## src/rtl/idli_pkg.sv

```systemverilog
// idli_pkg: shared types and constants for the SQI memory arbiter.
//   sqi_state_t : transaction sequencer states
//   sqi_req_t   : identity of the requester that owns the current transaction
//   SQI_CMD_RD / SQI_CMD_WR : default SQI command bytes
//   sat_inc2    : 2-bit saturating increment (LS burst run counter)
package idli_pkg;

  typedef enum logic [2:0] {
    IDLE,
    CMD,
    ADDR,
    DUMMY,
    DATA,
    DONE
  } sqi_state_t;

  typedef enum logic {
    REQ_FE,
    REQ_LS
  } sqi_req_t;

  localparam logic [7:0] SQI_CMD_RD = 8'h03;
  localparam logic [7:0] SQI_CMD_WR = 8'h02;

  function automatic logic [1:0] sat_inc2(input logic [1:0] v);
    return (v == 2'd3) ? v : v + 2'd1;
  endfunction

endpackage

```

## src/rtl/idli_sqi_ser_m.sv

```systemverilog
// idli_sqi_ser_m: 16-bit load/shift register for the SQI nibble stream.
// The most-significant nibble is always the one on the wire; each shift moves
// the word up by one nibble. Outbound shifts back-fill with zero, inbound
// shifts back-fill with the nibble currently on the SIO input pins.
//   i_de_gck      : core clock
//   load_i        : load load_data_i (takes priority over shift_i)
//   load_data_i   : parallel word to serialise (command / address / wdata)
//   shift_i       : advance one nibble
//   dir_i         : 0 = serialise out, 1 = deserialise in from sio_i
//   sio_i         : SIO input nibble
//   msn_o         : nibble to drive onto SIO this cycle
//   shin_o        : word as it will look after shifting in sio_i this cycle
module idli_sqi_ser_m (
  input  logic        i_de_gck,
  input  logic        load_i,
  input  logic [15:0] load_data_i,
  input  logic        shift_i,
  input  logic        dir_i,
  input  logic [3:0]  sio_i,
  output logic [3:0]  msn_o,
  output logic [15:0] shin_o
);

  logic [15:0] sreg_q;

  // Pure datapath: every transaction reloads the register before it is used.
  always_ff @(posedge i_de_gck) begin
    if (load_i) begin
      sreg_q <= load_data_i;
    end else if (shift_i) begin
      sreg_q <= {sreg_q[11:0], (dir_i ? sio_i : 4'h0)};
    end
  end

  assign msn_o  = sreg_q[15:12];
  assign shin_o = {sreg_q[11:0], sio_i};

endmodule

```

## src/rtl/idli_sqi_arb_m.sv

```systemverilog
// idli_sqi_arb_m: arbitrates the external SQI memory between instruction
// fetch (FE, reads only) and load/store (LS, reads and writes), and sequences
// each 16-bit transaction nibble-serially: CMD(2) ADDR(4) [DUMMY] DATA(4) DONE.
//   i_de_gck / i_de_rst_n      : core clock, async active-low reset
//   i_fe_req/i_fe_addr         : FE read request, o_fe_gnt / o_fe_done
//   i_ls_req/wr/addr/wdata     : LS request, o_ls_gnt / o_ls_done
//   o_rdata                    : last read word, held until the next read ends
//   o_busy                     : a transaction is in flight
//   o_sqi_cs_n/oe/sio, i_sqi_sio : SQI pad interface
module idli_sqi_arb_m
  import idli_pkg::*;
#(
  parameter int         LS_BURST_MAX = 2,
  parameter logic [7:0] CMD_RD       = SQI_CMD_RD,
  parameter logic [7:0] CMD_WR       = SQI_CMD_WR,
  parameter int         DUMMY_NIB    = 2
) (
  input  logic        i_de_gck,
  input  logic        i_de_rst_n,
  input  logic        i_fe_req,
  input  logic [15:0] i_fe_addr,
  output logic        o_fe_gnt,
  output logic        o_fe_done,
  input  logic        i_ls_req,
  input  logic        i_ls_wr,
  input  logic [15:0] i_ls_addr,
  input  logic [15:0] i_ls_wdata,
  output logic        o_ls_gnt,
  output logic        o_ls_done,
  output logic [15:0] o_rdata,
  output logic        o_busy,
  output logic        o_sqi_cs_n,
  output logic        o_sqi_oe,
  output logic [3:0]  o_sqi_sio,
  input  logic [3:0]  i_sqi_sio
);

  localparam logic [1:0] BURST_MAX  = 2'(LS_BURST_MAX);
  localparam logic [1:0] DUMMY_LAST = 2'(DUMMY_NIB - 1);

  sqi_state_t  state_q, state_d;
  logic [1:0]  cnt_q, cnt_d;
  logic [1:0]  ls_run_q, ls_run_d;
  sqi_req_t    req_q;
  logic        wr_q;
  logic [15:0] addr_q, wdata_q;
  logic [15:0] rdata_q;
  logic        cs_n_q, oe_q, done_q, busy_q;

  logic        fe_gnt, ls_gnt;
  logic        ser_load, ser_shift, ser_dir;
  logic [15:0] ser_ld_data;
  logic [3:0]  ser_msn;
  logic [15:0] ser_shin;
  logic        rd_last;

  idli_sqi_ser_m u_ser (
    .i_de_gck    (i_de_gck),
    .load_i      (ser_load),
    .load_data_i (ser_ld_data),
    .shift_i     (ser_shift),
    .dir_i       (ser_dir),
    .sio_i       (i_sqi_sio),
    .msn_o       (ser_msn),
    .shin_o      (ser_shin)
  );

  // Next-state, arbitration and serialiser strobes. The serialiser is loaded
  // on the edge that enters CMD (command byte), ADDR (address) and, for
  // writes, DATA (write data); otherwise it shifts one nibble per cycle.
  always_comb begin
    state_d     = state_q;
    cnt_d       = cnt_q;
    ls_run_d    = ls_run_q;
    fe_gnt      = 1'b0;
    ls_gnt      = 1'b0;
    ser_load    = 1'b0;
    ser_ld_data = '0;
    ser_shift   = 1'b0;
    ser_dir     = 1'b0;
    rd_last     = 1'b0;
    case (state_q)
      IDLE: begin
        // LS wins unless FE is waiting and LS has used up its burst allowance.
        if (i_ls_req && (!i_fe_req || (ls_run_q < BURST_MAX))) begin
          ls_gnt   = 1'b1;
          ls_run_d = sat_inc2(ls_run_q);
        end else if (i_fe_req) begin
          fe_gnt   = 1'b1;
          ls_run_d = '0;
        end
        if (ls_gnt || fe_gnt) begin
          state_d     = CMD;
          cnt_d       = '0;
          ser_load    = 1'b1;
          ser_ld_data = {((ls_gnt && i_ls_wr) ? CMD_WR : CMD_RD), 8'h00};
        end
      end
      CMD: begin
        if (cnt_q == 2'd1) begin
          state_d     = ADDR;
          cnt_d       = '0;
          ser_load    = 1'b1;
          ser_ld_data = addr_q;
        end else begin
          cnt_d     = cnt_q + 2'd1;
          ser_shift = 1'b1;
        end
      end
      ADDR: begin
        if (cnt_q == 2'd3) begin
          cnt_d = '0;
          if (wr_q) begin
            state_d     = DATA;
            ser_load    = 1'b1;
            ser_ld_data = wdata_q;
          end else begin
            state_d = DUMMY;
          end
        end else begin
          cnt_d     = cnt_q + 2'd1;
          ser_shift = 1'b1;
        end
      end
      DUMMY: begin
        if (cnt_q == DUMMY_LAST) begin
          state_d = DATA;
          cnt_d   = '0;
        end else begin
          cnt_d = cnt_q + 2'd1;
        end
      end
      DATA: begin
        ser_shift = 1'b1;
        ser_dir   = !wr_q;
        if (cnt_q == 2'd3) begin
          state_d = DONE;
          cnt_d   = '0;
          rd_last = !wr_q;
        end else begin
          cnt_d = cnt_q + 2'd1;
        end
      end
      DONE: begin
        state_d = IDLE;
      end
      default: begin
        state_d = IDLE;
        cnt_d   = '0;
      end
    endcase
  end

  // FSM state, arbitration bookkeeping and registered pad/handshake outputs.
  always_ff @(posedge i_de_gck or negedge i_de_rst_n) begin
    if (!i_de_rst_n) begin
      state_q  <= IDLE;
      cnt_q    <= '0;
      ls_run_q <= '0;
      req_q    <= REQ_FE;
      wr_q     <= 1'b0;
      rdata_q  <= '0;
      cs_n_q   <= 1'b1;
      oe_q     <= 1'b0;
      done_q   <= 1'b0;
      busy_q   <= 1'b0;
    end else begin
      state_q  <= state_d;
      cnt_q    <= cnt_d;
      ls_run_q <= ls_run_d;
      if (ls_gnt || fe_gnt) begin
        req_q <= ls_gnt ? REQ_LS : REQ_FE;
        wr_q  <= ls_gnt && i_ls_wr;
      end
      if (rd_last) begin
        rdata_q <= ser_shin;
      end
      cs_n_q <= !((state_d == CMD) || (state_d == ADDR) ||
                  (state_d == DUMMY) || (state_d == DATA));
      oe_q   <= (state_d == CMD) || (state_d == ADDR) ||
                ((state_d == DATA) && wr_q);
      done_q <= (state_d == DONE);
      busy_q <= (state_d != IDLE);
    end
  end

  // Transaction operands are captured once at grant; later input changes
  // have no effect on the transaction in flight.
  always_ff @(posedge i_de_gck) begin
    if (ls_gnt) begin
      addr_q  <= i_ls_addr;
      wdata_q <= i_ls_wdata;
    end else if (fe_gnt) begin
      addr_q  <= i_fe_addr;
      wdata_q <= '0;
    end
  end

  // Grants are combinational in the IDLE cycle; suppressed while in reset.
  assign o_fe_gnt   = fe_gnt && i_de_rst_n;
  assign o_ls_gnt   = ls_gnt && i_de_rst_n;
  assign o_fe_done  = done_q && (req_q == REQ_FE);
  assign o_ls_done  = done_q && (req_q == REQ_LS);
  assign o_rdata    = rdata_q;
  assign o_busy     = busy_q;
  assign o_sqi_cs_n = cs_n_q;
  assign o_sqi_oe   = oe_q;
  assign o_sqi_sio  = oe_q ? ser_msn : 4'h0;

endmodule
```

## config.mk

```make
export PLATFORM = sky130hd
export DESIGN_NAME = idli_sqi_arb_m
export DESIGN_NICKNAME = d
export VERILOG_FILES = /design/src/rtl/idli_pkg.sv /design/src/rtl/idli_sqi_ser_m.sv /design/src/rtl/idli_sqi_arb_m.sv
export SDC_FILE = /design/constraint.sdc
export NUM_CORES = 1
export LEC_CHECK = 0
export BUFFER_PORTS_ARGS = -buffer_cell sky130_fd_sc_hd__buf_2
export CORE_MARGIN = 2
export CORE_UTILIZATION = 35
export DETAILED_ROUTE_END_ITERATION = 10
export HOLD_SLACK_MARGIN = 0.15
export PLACE_DENSITY_LB_ADDON = 0.05
export SYNTH_ARGS = -nofsm -noshare
export SYNTH_HDL_FRONTEND = slang
export SYNTH_SLANG_ARGS = --single-unit
export TNS_END_PERCENT = 20
```

## constraint.sdc

```tcl
create_clock -name i_de_gck -period 5.52 [get_ports i_de_gck]
set_input_delay 0.828 -clock i_de_gck [delete_from_list [all_inputs] [get_ports i_de_gck]]
set_output_delay 0.828 -clock i_de_gck [all_outputs]
set_load 0.05 [all_outputs]
```

### Word-level counts from Yosys, hierarchy flattened

Cells that the tools add are included.

| cells by class | value |
|---|---|
| shifts and indexed selects | 0 |
| equality and inequality tests | 15 |
| $add $sub $neg | 2 |
| bitwise gates (word level) | 2 |
| $mul | 0 |
| mux-type cells | 47 |
| magnitude comparators | 1 |
| div/mod/pow operators | 0 |
| reductions and logical operators | 27 |

Operators with widths:

| operator | count |
|---|---|
| 16-bit 2-to-1 mux | 9 |
| 16-bit one-hot mux with 3 select lines | 1 |
| 1-bit 2-to-1 mux | 18 |
| 3-bit 2-to-1 mux | 6 |
| 3-bit one-hot mux with 5 select lines | 1 |
| 3-bit by 2-bit equality test with 1-bit output, second input constant | 4 |
| 3-bit equality test, second input constant | 4 |
| 2-bit 2-to-1 mux | 6 |
| 10-bit 2-to-1 mux | 1 |
| 1-bit logical AND | 8 |
| 4-bit 2-to-1 mux | 2 |
| 2-bit one-hot mux with 4 select lines | 1 |
| 1-bit logical OR | 7 |
| 3-bit by 1-bit equality test with 1-bit output, second input constant | 2 |
| 1-bit one-hot mux with 3 select lines | 2 |
| 2-bit nonzero test | 3 |
| 2-bit by 1-bit adder with 2-bit output, second input constant | 2 |
| 2-bit equality test, second input constant | 2 |
| 2-bit inequality test, second input constant | 2 |
| 2-bit OR reduction | 2 |
| 1-bit logical NOT | 3 |
| 3-bit logical NOT | 1 |
| 3-bit AND reduction | 1 |
| 3-bit nonzero test | 1 |
| other kinds (4) | 5 |

| word-level totals | value |
|---|---|
| bits in registers | 77 |
| output and inout port bits | 27 |
| memory bits (read-only) | 0 |
| word-level logic and storage cells | 107 |
| memories kept | 0 |
| bits of input ports | 57 |
| latch bits | 0 |
| memory bits (writable) | 0 |

### Depth between registers and ports, before layout

| depth | value |
|---|---|
| depth after elaboration | 13 |
| depth in mapped cells | 8 |
| gate-level depth less buffers | 6 |

### Cells and area by module

From an unflattened synthesis, not the netlist that was laid out.

| unflattened totals | value |
|---|---|
| cell total of the unflattened synthesis | 258 |
| area total of the unflattened synthesis | 3634.7 um^2 |

By module, submodules not included:

| module | instances | cells each | seq. area each (um^2) | area each (um^2) |
|---|---|---|---|---|
| idli_sqi_arb_m | 1 | 216 | 1687.9 | 2900.3 |
| idli_sqi_ser_m | 1 | 42 | 480.5 | 734.5 |

### Worst setup path before layout

OpenSTA, ideal clock, no wires.

| timing path | value |
|---|---|
| path type | input to output |
| from | input port i_fe_req |
| to | output port o_ls_gnt |
| required time | 4.692 ns |
| stages on the path | 5 |
| path buffers | 2 |
| setup slack | 2.928 ns |
| arrival | 1.764 ns |
| cell sequence | nand2_1 > and3_1 > buf_4 > buf_2 > and2_1 |

| on the way | value |
|---|---|
| longest elaborated chain between the ends | 7 |

Ends and longest elaborated chain:

| item | line | source |
|---|---|---|
| start, declared | idli_sqi_arb_m.sv:20 | `input logic i_fe_req,` |
| 1-bit logical NOT | idli_sqi_arb_m.sv:85 | `if (i_ls_req && (!i_fe_req \|\| (ls_run_q < BURST_MAX))) begin` |
| 1-bit logical OR | idli_sqi_arb_m.sv:85 |  |
| 1-bit logical AND | idli_sqi_arb_m.sv:85 |  |
| 1-bit 2-to-1 mux | idli_sqi_arb_m.sv:85 |  |
| 1-bit 2-to-1 mux (2 in a row) | idli_sqi_arb_m.sv:82 | `case (state_q)` |
| 1-bit logical AND | idli_sqi_arb_m.sv:201 | `assign o_ls_gnt = ls_gnt && i_de_rst_n;` |
| end, declared | idli_sqi_arb_m.sv:28 | `output logic o_ls_gnt,` |

No other way between the ends. The select of a mux whose other input is x is not followed.

### Worst setup path after layout

| timing path | value |
|---|---|
| from | register state_q[0] |
| to | output port o_ls_gnt |

| on the way | value |
|---|---|
| longest elaborated chain between the ends | 3 |

Ends and longest elaborated chain:

| item | line | source |
|---|---|---|
| start, declared | idli_sqi_arb_m.sv:41 | `sqi_state_t state_q, state_d;` |
| start signal, assigned | idli_sqi_arb_m.sv:168 | `state_q <= state_d;` |
| 3-bit logical NOT | idli_sqi_arb_m.sv:82 |  |
| 1-bit 2-to-1 mux | idli_sqi_arb_m.sv:82 |  |
| 1-bit logical AND | idli_sqi_arb_m.sv:201 |  |

No other way between the ends.

==> flow_summary.ini <==
[floorplanning]
initial_core_util_pct = 36.1
dieArea_um2 = 10900
boundaryPins = 84
rows = 36
core_um2 = 9820
die_h_um = 105
die_w_um = 105

[route]
wirelength_um = 7820
vias = 2309
first_iter_violations = 98
viasPerCell = 4.84
avgRoutedWirePerCell_um = 16.4
drtAntennaViolNets = 0
first_pass_iters = 4
post-route-drc-count = 0

[clock_tree]
postCtsSetupBuffers = 0
cts_root_buffer = clkbuf_8
clk_latency_ns = 0.35
path_clk_slew_ns = 0.08
clock-sinks = 77
cts_tree = done
cts_max_level = 3
cts.repair.resized = 0
cts_buffer_depth = 2
cts_hold_buf = 0
numCtsBuffers = 9

[critical_path]
path_buf_inv = 1
critPathTopFamily = simple AND/OR/NAND/NOR gates
max_stage_delay_ns = 0.62
path_cells = nor3_2 > and3_1 > and2_1 > buf_2
critical_path.slowest_cell = dfrtp_1
critPathArrivalTime_ns = 2.13
worstSetupEndpointType = primary output
critPathMaxFanout = 19
crit_type = register to primary output
required_ns = 4.69
setup.worst_path.start_class = register

[timing]
finalSetupViolCount = 0
finClkSkew_ns = 0.0135
slew_headroom_pct = 18.9
fin_tns_setup_ns = 0
setup_ws_ns = 2.56
min_period_over_period_pct = 53.5
hold_viol = 0
min_period_ns = 2.96
slew_violations = 0
fmax_ghz = 0.338
rsz0062_at_grt = no
tightest_slew_ns = 1.22

[synth]
yosys_warnings = 0
syn_inst = 257
async_reset_ff_share_pct = 37.7
synth_area_um2 = 3540
synth_flop_cell = edfxtp_1
synth_cell_types = 53
syn-mean-instance-area_um2 = 13.8
ys_seq_area_share_pct = 61.2
synthesis.nets = 319
ys_ff_latch = 77
synth-edff-count = 48

[power]
power.density_nw_per_um2 = 616
total_leakage_power_nw = 2.00
finalPower_w = 0.00267
irDropWorstVdd_uv = 224

[cells_and_area]
drive_gt1_share_pct = 35.5
num_antenna_cells = 0
finalNonFillerCells = 477
area_delta_synth_final_pct = 22.2
nets = 401

[job]
maxCapViolCount = 0

[placed_design]
place_inst = 461
dp_worst_setup_slack_ns = 2.39
place.gp.congestion = 0.760
dp_hpwl_um = 5160
io_buffers = 83

[run_status]
outcome = completed

[global_routing]
grt_use_met1_pct = 20.4
use_met2_pct = 25.3
antenna_found_initial = 0
grt_usage_pct = 15.4
grt.busiest_layer = met2
grt_pass1_wl_um = 13000
grt_pass1_vias = 2464
grt_max_degree = 36
grt_use_met3_pct = 3.37
grt_overflow_total = 0

[hold_path]
hp-class = register to register
==> routing by layer <==
layer  routed length (um)  vias up
met5                    0        -
met4                   31        0
met3                  333        2
met2                 3820       64
met1                 3630     1136
li1                     -     1107
==> Yosys cell counts (all sizes together) (2+ instances only) <==
library cell	number	area share [%]
edfxtp	48	41
mux2	32	11
dfrtp	28	20
and2	24	4.3
inv	23	2.4
a222oi	14	4.0
buf	13	2.3
nor2	10	1.3
a21oi	8	1.1
nand2	8	1.1
ha	5	1.8
nor3	4	0.71
nand2b	3	0.53
o21ai	3	0.42
or3	3	0.67
a21boi	2	0.42
a21o	2	0.42
a221oi	2	0.67
and3	2	0.35
nand3b	2	0.42
or2	2	0.35
==> power by group <==
part / leakage (nW) / switching [W] / internal (W) / total [W]
sequential: 0.838 / 0.000170 / 0.000943 / 0.00111
clock: 0.119 / 0.000220 / 0.000304 / 0.000524
combinational: 1.04 / 0.000680 / 0.000354 / 0.00103
total: 2.00 / 0.00107 / 0.00160 / 0.00267
==> layout by cell type (no fill, tap or decap), types with 3 or more instances in the layout <==
master	synthesis	final
nand2_1	7	7
and2_1	23	23
edfxtp_1	48	48
inv_1	22	22
bufinv_16	0	3
nor3_1	3	3
mux2_4	10	10
a222oi_1	14	14
clkbuf_8	0	9
nand2b_1	3	3
mux2_1	22	22
nor2_1	9	9
buf_2	6	83
a21oi_1	8	8
ha_1	5	5
dfrtp_1	28	28
==> worst reg2reg max path, delay by kind of cell, from the launching register on <==
family	cells	cell delay, ns
AOI/OAI and AO/OA	2	1.55
DFF	1	0.76
and+or+nand+nor	1	0.19
==> through the flow <==
stage / hold slack (ns) / cell area (um^2) / utilization [%]
2_1_floorplan: 0.461 / 3540 / -
3_3_place_gp: 0.472 / 4090 / 41.6
6_report: 0.493 / 4330 / 44.1
3_5_place_dp: 0.480 / 4090 / 41.6
5_1_grt: 0.517 / 4330 / 44.1
4_1_cts: 0.499 / 4330 / 44.1
==> layout make-up <==
type / count / area [um^2]
inverter: 23 / 86.3
timing repair buffer: 85 / 430
multi-input combinational: 143 / 1240
clock buffer: 9 / 124
tap: 133 / 166
clock inverter: 7 / 121
sequential: 77 / 2170
fill: 986 / 5490
==> final timing paths <==
path	endpoint	from	cells past startpoint	slack, ns
worst max-delay path	o_ls_gnt	state_q[0]$_DFF_PN0_	4	2.56
worst min-delay path	o_rdata[0]$_DFFE_PN0P_	o_rdata[0]$_DFFE_PN0P_	1	0.49
worst max register to register	u_ser.sreg_q[15]$_DFFE_PP_	state_q[0]$_DFF_PN0_	3	2.64
worst min register to register	o_rdata[0]$_DFFE_PN0P_	o_rdata[0]$_DFFE_PN0P_	1	0.49
max in group asynchronous	o_sqi_oe$_DFF_PN0_	i_de_rst_n	1	4.49
min in group asynchronous	o_rdata[9]$_DFFE_PN0P_	i_de_rst_n	1	0.54
==> logic make-up (layout without fill, tap and decap cells) <==
| kind of cell | Yosys count | after routing | synth area share (%) |
|---|---|---|---|
| AOI/OAI and AO/OA | 40 | 40 | 9.07 |
| xor gates and xnor gates | 1 | 1 | 0.247 |
| adders and majority gates | 5 | 5 | 1.76 |
| buffers and inverters | 37 | 124 | 4.87 |
| DFF | 77 | 77 | 61.2 |
| muxes | 32 | 32 | 11.2 |
| and+or+nand+nor | 65 | 65 | 11.6 |
==> registers in the layout, summed over array words and instances, names as in the netlist <==
signal	cells
addr_q	16
done_q	1
o_busy	1
req_q	1
cnt_q	2
wdata_q	16
o_sqi_cs_n	1
wr_q	1
o_sqi_oe	1
u_ser.sreg_q	16
state_q	3
o_rdata	16
ls_run_q	2
No activity file was read; power rests on OpenSTA's default activity.
